### src/rtl/fx3_slave_fifo_responder_pkg.sv
// Shared constants for the FX3 slave-FIFO responder.
// - socket addresses on the GPIF ADDR lines
// - default bus/socket word width
// - bit positions of FLAGA..FLAGD inside the packed flag register
package fx3_sf_pkg;

  localparam int DEF_DATA_W = 32;

  localparam logic [1:0] ADDR_RD_SOCK = 2'b11;  // FX3 -> FPGA
  localparam logic [1:0] ADDR_WR_SOCK = 2'b00;  // FPGA -> FX3

  localparam int FLAG_A = 0;  // write socket not full
  localparam int FLAG_B = 1;  // write socket free words > WM
  localparam int FLAG_C = 2;  // read socket not empty
  localparam int FLAG_D = 3;  // read socket words > WM
  localparam int NUM_FLAGS = 4;

endpackage

### src/rtl/fx3_slave_fifo_responder_if.sv
// GPIF II slave-FIFO bus bundle between an FPGA master and the FX3 responder.
// Ports (master view):
//   slcs_n, sloe_n, slrd_n, slwr_n, pkend_n, addr, dq_i  master -> FX3
//   dq_o, dq_oe, flaga..flagd                             FX3 -> master
interface fx3_slave_fifo_responder_if
  import fx3_sf_pkg::*;
#(
  parameter int DATA_W = DEF_DATA_W
);
  logic              slcs_n;
  logic              sloe_n;
  logic              slrd_n;
  logic              slwr_n;
  logic              pkend_n;
  logic [1:0]        addr;
  logic [DATA_W-1:0] dq_i;
  logic [DATA_W-1:0] dq_o;
  logic              dq_oe;
  logic              flaga;
  logic              flagb;
  logic              flagc;
  logic              flagd;

  modport master (
    output slcs_n, sloe_n, slrd_n, slwr_n, pkend_n, addr, dq_i,
    input  dq_o, dq_oe, flaga, flagb, flagc, flagd
  );

  modport slave (
    input  slcs_n, sloe_n, slrd_n, slwr_n, pkend_n, addr, dq_i,
    output dq_o, dq_oe, flaga, flagb, flagc, flagd
  );
endinterface

### src/rtl/fx3_slave_fifo_responder_fifo.sv
// Synchronous FIFO used as one FX3 socket buffer.
// Ports:
//   clk_pll, reset      clock, synchronous active-high reset
//   push, push_data     write request; ignored while full
//   pop                 read request; ignored while empty
//   pop_data            head word (combinational, valid while !empty)
//   count, full, empty  occupancy
// A push and a pop in the same cycle both take effect and leave count unchanged.
module sf_sync_fifo #(
  parameter int DATA_W = 32,
  parameter int DEPTH  = 64,
  localparam int AW    = $clog2(DEPTH)
) (
  input  logic              clk_pll,
  input  logic              reset,
  input  logic              push,
  input  logic [DATA_W-1:0] push_data,
  input  logic              pop,
  output logic [DATA_W-1:0] pop_data,
  output logic [AW:0]       count,
  output logic              full,
  output logic              empty
);
  localparam logic [AW:0] CNT_FULL = (AW+1)'(DEPTH);

  logic [DATA_W-1:0] mem [DEPTH];
  logic [AW-1:0]     wr_ptr;
  logic [AW-1:0]     rd_ptr;
  logic              push_ok;
  logic              pop_ok;

  assign full     = (count == CNT_FULL);
  assign empty    = (count == '0);
  assign push_ok  = push & ~full;
  assign pop_ok   = pop & ~empty;
  assign pop_data = mem[rd_ptr];

  // Storage carries no reset: stale words are unreachable once pointers clear.
  always_ff @(posedge clk_pll) begin
    if (push_ok) mem[wr_ptr] <= push_data;
  end

  always_ff @(posedge clk_pll) begin
    if (reset) begin
      wr_ptr <= '0;
      rd_ptr <= '0;
      count  <= '0;
    end else begin
      if (push_ok) wr_ptr <= wr_ptr + 1'b1;
      if (pop_ok)  rd_ptr <= rd_ptr + 1'b1;
      case ({push_ok, pop_ok})
        2'b10:   count <= count + 1'b1;
        2'b01:   count <= count - 1'b1;
        default: count <= count;
      endcase
    end
  end
endmodule

### src/rtl/fx3_slave_fifo_responder.sv
// FX3 side of the GPIF II slave-FIFO interface, used as a board-less stand-in
// for loopback testing of an FPGA slave-FIFO master.
// Ports:
//   clk_pll, reset        single clock, synchronous active-high reset
//   bus (slave modport)   GPIF strobes/address/data in, dq_o/dq_oe/flags out
//   src_valid/data/ready  host stream filling the read socket (ADDR 2'b11)
//   snk_valid/data/ready  host stream draining the write socket (ADDR 2'b00)
//   pkt_cnt               committed packet count, wraps
//   ovf_err, unf_err      sticky write-overflow / read-underflow
module fx3_slave_fifo_responder
  import fx3_sf_pkg::*;
#(
  parameter int DATA_W = DEF_DATA_W,
  parameter int DEPTH  = 64,
  parameter int WM     = 4,
  parameter int RD_LAT = 2
) (
  input  logic                         clk_pll,
  input  logic                         reset,
  fx3_slave_fifo_responder_if.slave    bus,
  input  logic                         src_valid,
  input  logic [DATA_W-1:0]            src_data,
  output logic                         src_ready,
  output logic                         snk_valid,
  output logic [DATA_W-1:0]            snk_data,
  input  logic                         snk_ready,
  output logic [15:0]                  pkt_cnt,
  output logic                         ovf_err,
  output logic                         unf_err
);
  localparam int CW = $clog2(DEPTH) + 1;
  localparam logic [CW-1:0] CNT_DEPTH = CW'(DEPTH);
  localparam logic [CW-1:0] CNT_WM    = CW'(WM);

  logic sel, rd, wr, pkend, oe_req;

  assign sel    = ~bus.slcs_n;
  assign rd     = sel & ~bus.slrd_n  & (bus.addr == ADDR_RD_SOCK);
  assign wr     = sel & ~bus.slwr_n  & (bus.addr == ADDR_WR_SOCK);
  assign pkend  = sel & ~bus.pkend_n & (bus.addr == ADDR_WR_SOCK);
  assign oe_req = sel & ~bus.sloe_n  & (bus.addr == ADDR_RD_SOCK);

  logic [DATA_W-1:0] rd_head;
  logic [CW-1:0]     rd_cnt;
  logic              rd_full, rd_empty, rd_pop_ok;

  logic [CW-1:0]     wr_cnt;
  logic              wr_full, wr_empty;

  assign src_ready = ~rd_full;
  assign rd_pop_ok = rd & ~rd_empty;
  assign snk_valid = ~wr_empty;

  sf_sync_fifo #(.DATA_W(DATA_W), .DEPTH(DEPTH)) u_rd_sock (
    .clk_pll   (clk_pll),
    .reset     (reset),
    .push      (src_valid),
    .push_data (src_data),
    .pop       (rd),
    .pop_data  (rd_head),
    .count     (rd_cnt),
    .full      (rd_full),
    .empty     (rd_empty)
  );

  sf_sync_fifo #(.DATA_W(DATA_W), .DEPTH(DEPTH)) u_wr_sock (
    .clk_pll   (clk_pll),
    .reset     (reset),
    .push      (wr),
    .push_data (bus.dq_i),
    .pop       (snk_ready),
    .pop_data  (snk_data),
    .count     (wr_cnt),
    .full      (wr_full),
    .empty     (wr_empty)
  );

  // Read return path: slot 0 is loaded on the popping edge, dq_o takes the
  // last slot RD_LAT edges later. Invalid slots (underflow, idle) leave dq_o alone.
  logic [RD_LAT-1:0] pipe_vld;
  logic [DATA_W-1:0] pipe_dat [RD_LAT];
  logic [DATA_W-1:0] dq_q;
  logic              dq_oe_q;
  logic [NUM_FLAGS-1:0] flags_q;
  logic [15:0]       pkt_q;
  logic              ovf_q, unf_q;

  always_ff @(posedge clk_pll) begin
    if (reset) begin
      pipe_vld <= '0;
      for (int i = 0; i < RD_LAT; i++) pipe_dat[i] <= '0;
      dq_q     <= '0;
      dq_oe_q  <= 1'b0;
      flags_q  <= '0;
      pkt_q    <= '0;
      ovf_q    <= 1'b0;
      unf_q    <= 1'b0;
    end else begin
      pipe_vld[0] <= rd_pop_ok;
      pipe_dat[0] <= rd_head;
      for (int i = 1; i < RD_LAT; i++) begin
        pipe_vld[i] <= pipe_vld[i-1];
        pipe_dat[i] <= pipe_dat[i-1];
      end
      if (pipe_vld[RD_LAT-1]) dq_q <= pipe_dat[RD_LAT-1];

      dq_oe_q <= oe_req;

      // Flags follow the count registers by one edge; the master's WM must
      // absorb the strobes it issues before it sees the change.
      flags_q[FLAG_A] <= (wr_cnt < CNT_DEPTH);
      flags_q[FLAG_B] <= ((CNT_DEPTH - wr_cnt) > CNT_WM);
      flags_q[FLAG_C] <= (rd_cnt != '0);
      flags_q[FLAG_D] <= (rd_cnt > CNT_WM);

      // A lone pkend (no wr) is a zero-length packet and still commits one.
      if (pkend) pkt_q <= pkt_q + 16'd1;

      if (wr & wr_full)  ovf_q <= 1'b1;
      if (rd & rd_empty) unf_q <= 1'b1;
    end
  end

  assign bus.dq_o  = dq_q;
  assign bus.dq_oe = dq_oe_q;
  assign bus.flaga = flags_q[FLAG_A];
  assign bus.flagb = flags_q[FLAG_B];
  assign bus.flagc = flags_q[FLAG_C];
  assign bus.flagd = flags_q[FLAG_D];
  assign pkt_cnt   = pkt_q;
  assign ovf_err   = ovf_q;
  assign unf_err   = unf_q;
endmodule

### src/flat_wrapper.sv
// flat-port wrapper written by rule: the top's interface ports become plain ports
module fx3_slave_fifo_responder_flat import fx3_sf_pkg::*;
#(
  parameter int DATA_W = DEF_DATA_W,
  parameter int DEPTH  = 64,
  parameter int WM     = 4,
  parameter int RD_LAT = 2
)
  (clk_pll, reset, src_valid, src_data, src_ready, snk_valid, snk_data, snk_ready, pkt_cnt, ovf_err, unf_err, bus_slcs_n, bus_sloe_n, bus_slrd_n, bus_slwr_n, bus_pkend_n, bus_addr, bus_dq_i, bus_dq_o, bus_dq_oe, bus_flaga, bus_flagb, bus_flagc, bus_flagd);
  fx3_slave_fifo_responder_if #(.DATA_W(DATA_W)) bus_i ();
  input  logic clk_pll;
  input  logic reset;
  input  logic src_valid;
  input  logic [DATA_W-1:0] src_data;
  output logic src_ready;
  output logic snk_valid;
  output logic [DATA_W-1:0] snk_data;
  input  logic snk_ready;
  output logic [15:0] pkt_cnt;
  output logic ovf_err;
  output logic unf_err;
  input wire logic [$bits(bus_i.slcs_n)-1:0] bus_slcs_n;
  input wire logic [$bits(bus_i.sloe_n)-1:0] bus_sloe_n;
  input wire logic [$bits(bus_i.slrd_n)-1:0] bus_slrd_n;
  input wire logic [$bits(bus_i.slwr_n)-1:0] bus_slwr_n;
  input wire logic [$bits(bus_i.pkend_n)-1:0] bus_pkend_n;
  input wire logic [$bits(bus_i.addr)-1:0] bus_addr;
  input wire logic [$bits(bus_i.dq_i)-1:0] bus_dq_i;
  output wire logic [$bits(bus_i.dq_o)-1:0] bus_dq_o;
  output wire logic [$bits(bus_i.dq_oe)-1:0] bus_dq_oe;
  output wire logic [$bits(bus_i.flaga)-1:0] bus_flaga;
  output wire logic [$bits(bus_i.flagb)-1:0] bus_flagb;
  output wire logic [$bits(bus_i.flagc)-1:0] bus_flagc;
  output wire logic [$bits(bus_i.flagd)-1:0] bus_flagd;
  assign bus_i.slcs_n = bus_slcs_n;
  assign bus_i.sloe_n = bus_sloe_n;
  assign bus_i.slrd_n = bus_slrd_n;
  assign bus_i.slwr_n = bus_slwr_n;
  assign bus_i.pkend_n = bus_pkend_n;
  assign bus_i.addr = bus_addr;
  assign bus_i.dq_i = bus_dq_i;
  assign bus_dq_o = bus_i.dq_o;
  assign bus_dq_oe = bus_i.dq_oe;
  assign bus_flaga = bus_i.flaga;
  assign bus_flagb = bus_i.flagb;
  assign bus_flagc = bus_i.flagc;
  assign bus_flagd = bus_i.flagd;
  fx3_slave_fifo_responder #(.DATA_W(DATA_W), .DEPTH(DEPTH), .WM(WM), .RD_LAT(RD_LAT)) u_core (.clk_pll(clk_pll), .reset(reset), .bus(bus_i), .src_valid(src_valid), .src_data(src_data), .src_ready(src_ready), .snk_valid(snk_valid), .snk_data(snk_data), .snk_ready(snk_ready), .pkt_cnt(pkt_cnt), .ovf_err(ovf_err), .unf_err(unf_err));
endmodule
### config.mk
export PLATFORM = sky130hd
export DESIGN_NAME = fx3_slave_fifo_responder_flat
export DESIGN_NICKNAME = d
export VERILOG_FILES = /design/src/rtl/fx3_slave_fifo_responder_pkg.sv /design/src/rtl/fx3_slave_fifo_responder_if.sv /design/src/rtl/fx3_slave_fifo_responder_fifo.sv /design/src/rtl/fx3_slave_fifo_responder.sv /design/src/flat_wrapper.sv
export SDC_FILE = /design/constraint.sdc
export NUM_CORES = 2
export LEC_CHECK = 0
export CAP_MARGIN = 20
export CORE_MARGIN = 1.5
export CORE_UTILIZATION = 55
export DETAILED_ROUTE_END_ITERATION = 12
export PLACE_DENSITY = 0.81
export SYNTH_ARGS = -nofsm -noshare
export SYNTH_HDL_FRONTEND = slang
export SYNTH_MEMORY_MAX_BITS = 65536
export SYNTH_SLANG_ARGS = --single-unit
### constraint.sdc
create_clock -name clk_pll -period 3.4 [get_ports clk_pll]
set_input_delay 0.34 -clock clk_pll [delete_from_list [all_inputs] [get_ports clk_pll]]
set_output_delay 0.34 -clock clk_pll [all_outputs]
set_load 0.05 [all_outputs]
==> flow_summary.json <==
{
  "crit_type": "flip-flop to output pin",
  "drt-total-wl_mm": 502,
  "combPwrFrac_pct": 8.6,
  "p_switching_uw": 26200,
  "fin_area_mm2": 0.191,
  "slew_headroom_pct": 12.8,
  "power.leakage_uw": 0.0587,
  "fin_nets": 7885,
  "dr_total_vias": 87162,
  "grt_util_met2_pct": 55.6,
  "p_sw_share_pct": 22.9,
  "fin_skew_ps": 72.4,
  "avgSynthCellArea_um2": 23.5,
  "grt_usage_pct": 32.8,
  "min_from": "bus_slcs_n",
  "fmax_ghz": 0.241,
  "outcome": "complete, but fails checks",
  "hp-class": "primary input to flip-flop",
  "grt.met3_usage_pct": 7.34,
  "dp_hpwl_mm": 239,
  "grt_pass1_wl_mm": 682,
  "use_met1_pct": 38.3,
  "grt_pass1_vias": 86777,
  "clkPwrFrac_pct": 40.8,
  "crit_arrival_ps": 3800,
  "power_density_mw_per_mm2": 599,
  "reg2reg_depth": 6,
  "setup_viol": 33,
  "crit_chain": "buf_12 -> buf_4 -> clkbuf_16 -> mux4_2 -> mux4_2 -> a22oi_2 -> nand2_2 -> buf_8",
  "p_int_uw": 88100,
  "async_reset_ff_share_pct": 0,
  "die-height_um": 545,
  "post-route-drc-count": 0,
  "ys_types": 67,
  "syn2layout_area_growth_pct": 18.0,
  "vias_per_cell": 7.23,
  "grt_max_degree": 127,
  "synthCells": 6871,
  "synth_top_flop_cell": "edfxtp_1",
  "synth_fp_nets": 6956,
  "layout_commonest_cell": "edfxtp_1",
  "cp_max_fo": 19,
  "insertion_delay_ps": 1000,
  "drt_iter0_drc": 15249,
  "synth.yosys.warnings": 0,
  "post-route-period-util_pct": 122,
  "r2r-end": "u_core.pipe_dat[0][20]",
  "worstSetupStartpointType": "flip-flop",
  "cp-end-kind": "output pin",
  "gp_congestion": 0.854,
  "required_ps": 3060,
  "rsz0062_at_grt": "yes",
  "initial_core_util_pct": 55.5,
  "rows": 198,
  "ys_seq_elements": 4267,
  "numPortBuffers": 163,
  "dieArea_mm2": 0.297,
  "yosysSeqAreaShare_pct": 78.2,
  "grt-ovfl-total": 0,
  "antenna_found_initial": 39,
  "cts_root_buf": "clkbuf_16",
  "min_to": "u_core.bus.dq_oe",
  "worst_ir_drop_vdd_mv": 0.638,
  "final_cell_mix": "edfxtp_1, mux4_2, clkbuf_16",
  "placed_cell_area_mm2": 0.173,
  "seq_power_share_pct": 50.6,
  "tightest_slew_ps": 1310,
  "period_minus_slack_ps": 4140,
  "cpPeakStageDelay_ps": 640,
  "cts-htree-levels": 5,
  "syn-cell-area_mm2": 0.162,
  "cts_buffer_depth": 4,
  "die_x_um": 545,
  "r2r_slack_ps": -80,
  "maxCapViolations": 0,
  "ant_nets": 0,
  "wire_per_inst_um": 41.7,
  "dr.pass1.iters": 8,
  "synth_edf_count": 4096,
  "violations": "negative setup slack",
  "whs_path_depth": 3,
  "crit_slowest_cell": "mux4_2",
  "hold_viol_final": 0,
  "final_layout_size_suffix_gt1_share_pct": 35.0,
  "top_usage_layer": "met2",
  "cts_sinks": 4267,
  "numCtsBuffers": 398,
  "clk_pin_slew_worst_paths_ps": 70,
  "io_pins": 164,
  "cp_common_cell": "mux4_2",
  "cts_tree": "built",
  "core_mm2": 0.292,
  "slew_viol_final": 0,
  "final.setup.worst_slack_ps": -742,
  "pre_cts_ws_ps": -354
}
==> power groups by stage <==
stage,Clock [uW],Sequential [uW],Combinational (uW)
2_1_floorplan,0,59000,4690
3_3_place_gp,0,59000,7260
3_5_place_dp,0,59000,7520
4_1_cts,46300,57900,9040
5_1_grt,48400,57900,10000
6_report,46600,57900,9780
==> logic make-up after synthesis <==
family	Yosys count	synth area share, %
compound gates	321	1.39
simple gates	531	1.51
buf+inv	381	1.11
mux	1321	17.5
xor+xnor	40	0.217
fa+ha+maj	10	0.0774
flops	4267	78.2
==> Yosys cell counts, drive strengths merged, types with 8 or more instances <==
| library cell | instances | share of area, % |
|---|---|---|
| mux2i | 111 | 0.69 |
| a221oi | 13 | 0.070 |
| clkbuf | 164 | 0.38 |
| buf | 207 | 0.70 |
| nand2 | 96 | 0.22 |
| ha | 10 | 0.077 |
| nand4 | 9 | 0.035 |
| nor3 | 10 | 0.031 |
| edfxtp | 4096 | 76 |
| xnor2 | 10 | 0.054 |
| mux4 | 1206 | 17 |
| nor2b | 64 | 0.25 |
| xor2 | 30 | 0.16 |
| nor2 | 260 | 0.60 |
| a22o | 12 | 0.065 |
| dfxtp | 171 | 2.1 |
| o22ai | 24 | 0.093 |
| inv | 9 | 0.021 |
| o21ai | 14 | 0.043 |
| or3 | 12 | 0.046 |
| nand3 | 26 | 0.080 |
| a31oi | 8 | 0.035 |
| a21oi | 66 | 0.21 |
| a22oi | 123 | 0.57 |
| and2 | 9 | 0.035 |
| a211oi | 27 | 0.13 |
| o31ai | 9 | 0.050 |
==> flip-flops by register name, summed over array words and instances, names as in the netlist, named ones only <==
| signal | count |
|---|---|
| u_core.pkt_cnt | 16 |
| u_core.pipe_dat | 64 |
| u_core.u_wr_sock.mem | 2048 |
| u_core.u_wr_sock.count | 7 |
| u_core.u_rd_sock.rd_ptr | 6 |
| u_core.unf_err | 1 |
| u_core.pipe_vld | 2 |
| u_core.u_rd_sock.count | 7 |
| u_core.bus.dq_oe | 1 |
| u_core.ovf_err | 1 |
| u_core.u_wr_sock.wr_ptr | 6 |
| u_core.u_rd_sock.mem | 2048 |
| u_core.bus.dq_o | 32 |
| u_core.u_wr_sock.rd_ptr | 6 |
| u_core.u_rd_sock.wr_ptr | 6 |
| u_core.flags_q | 4 |
==> worst max-delay path, delay by kind of cell, from the launching register on <==
family / cells / cell delay (ps)
simple gates: 1 / 140
compound gates: 1 / 280
buf+inv: 4 / 780
mux: 2 / 1170
flops: 1 / 440
==> layer usage <==
metal | wire length (um) | vias to the layer above
met5 | 222 | -
met4 | 41800 | 34
met3 | 60300 | 2141
met2 | 252000 | 9091
met1 | 148000 | 44689
li1 | - | 31207
==> how the worst max path moves through the flow <==
stage | start | to | cells past startpoint
floorplan | bus_slcs_n | u_core.u_wr_sock.mem[43][0] | 6
global placement | bus_slcs_n | u_core.u_wr_sock.count[6] | 14
detailed placement | bus_addr[1] | u_core.u_wr_sock.count[6] | 14
CTS | flip-flop | snk_data[1] | 9
global route | flip-flop | snk_data[5] | 8
finish | flip-flop | snk_data[5] | 8
==> area by class of cell <==
type | count | area, um2
repair buffers | 900 | 11000
fillers | 16553 | 101000
clock inverters | 222 | 2550
well taps | 3900 | 4880
diodes | 20 | 50.0
inverters | 10 | 41.3
clock buffers | 516 | 10800
flip-flops and latches | 4267 | 126000
multi-input cells | 2223 | 35000
==> per-stage QoR <==
step / hold slack, ps / setup TNS, ps / total power (uW) / cells / util (%)
finish: 60.8 / -20290 / 114000 / 12058 / 65.4
detailed placement: 426 / -609 / 66500 / 11070 / 59.4
global route: 54.9 / -21540 / 116000 / 12050 / 65.4
floorplan: 414 / -56220 / 63700 / 6871 / -
CTS: 20.7 / -19810 / 113000 / 11906 / 64.7
global placement: 430 / -731 / 66300 / 11070 / 59.4
==> timing repair <==
item | in CTS | in global routing
endpoints found under the setup margin | 33 | 34
buffers inserted | 70 | 34
hold endpoints to repair | 147 | 1431
cloned | 23 | 4
pin swaps | 37 | 23
resized for setup | 214 | 38
hold buffers | 6 | 48
Note: power is estimated with default switching activity, not from simulation.
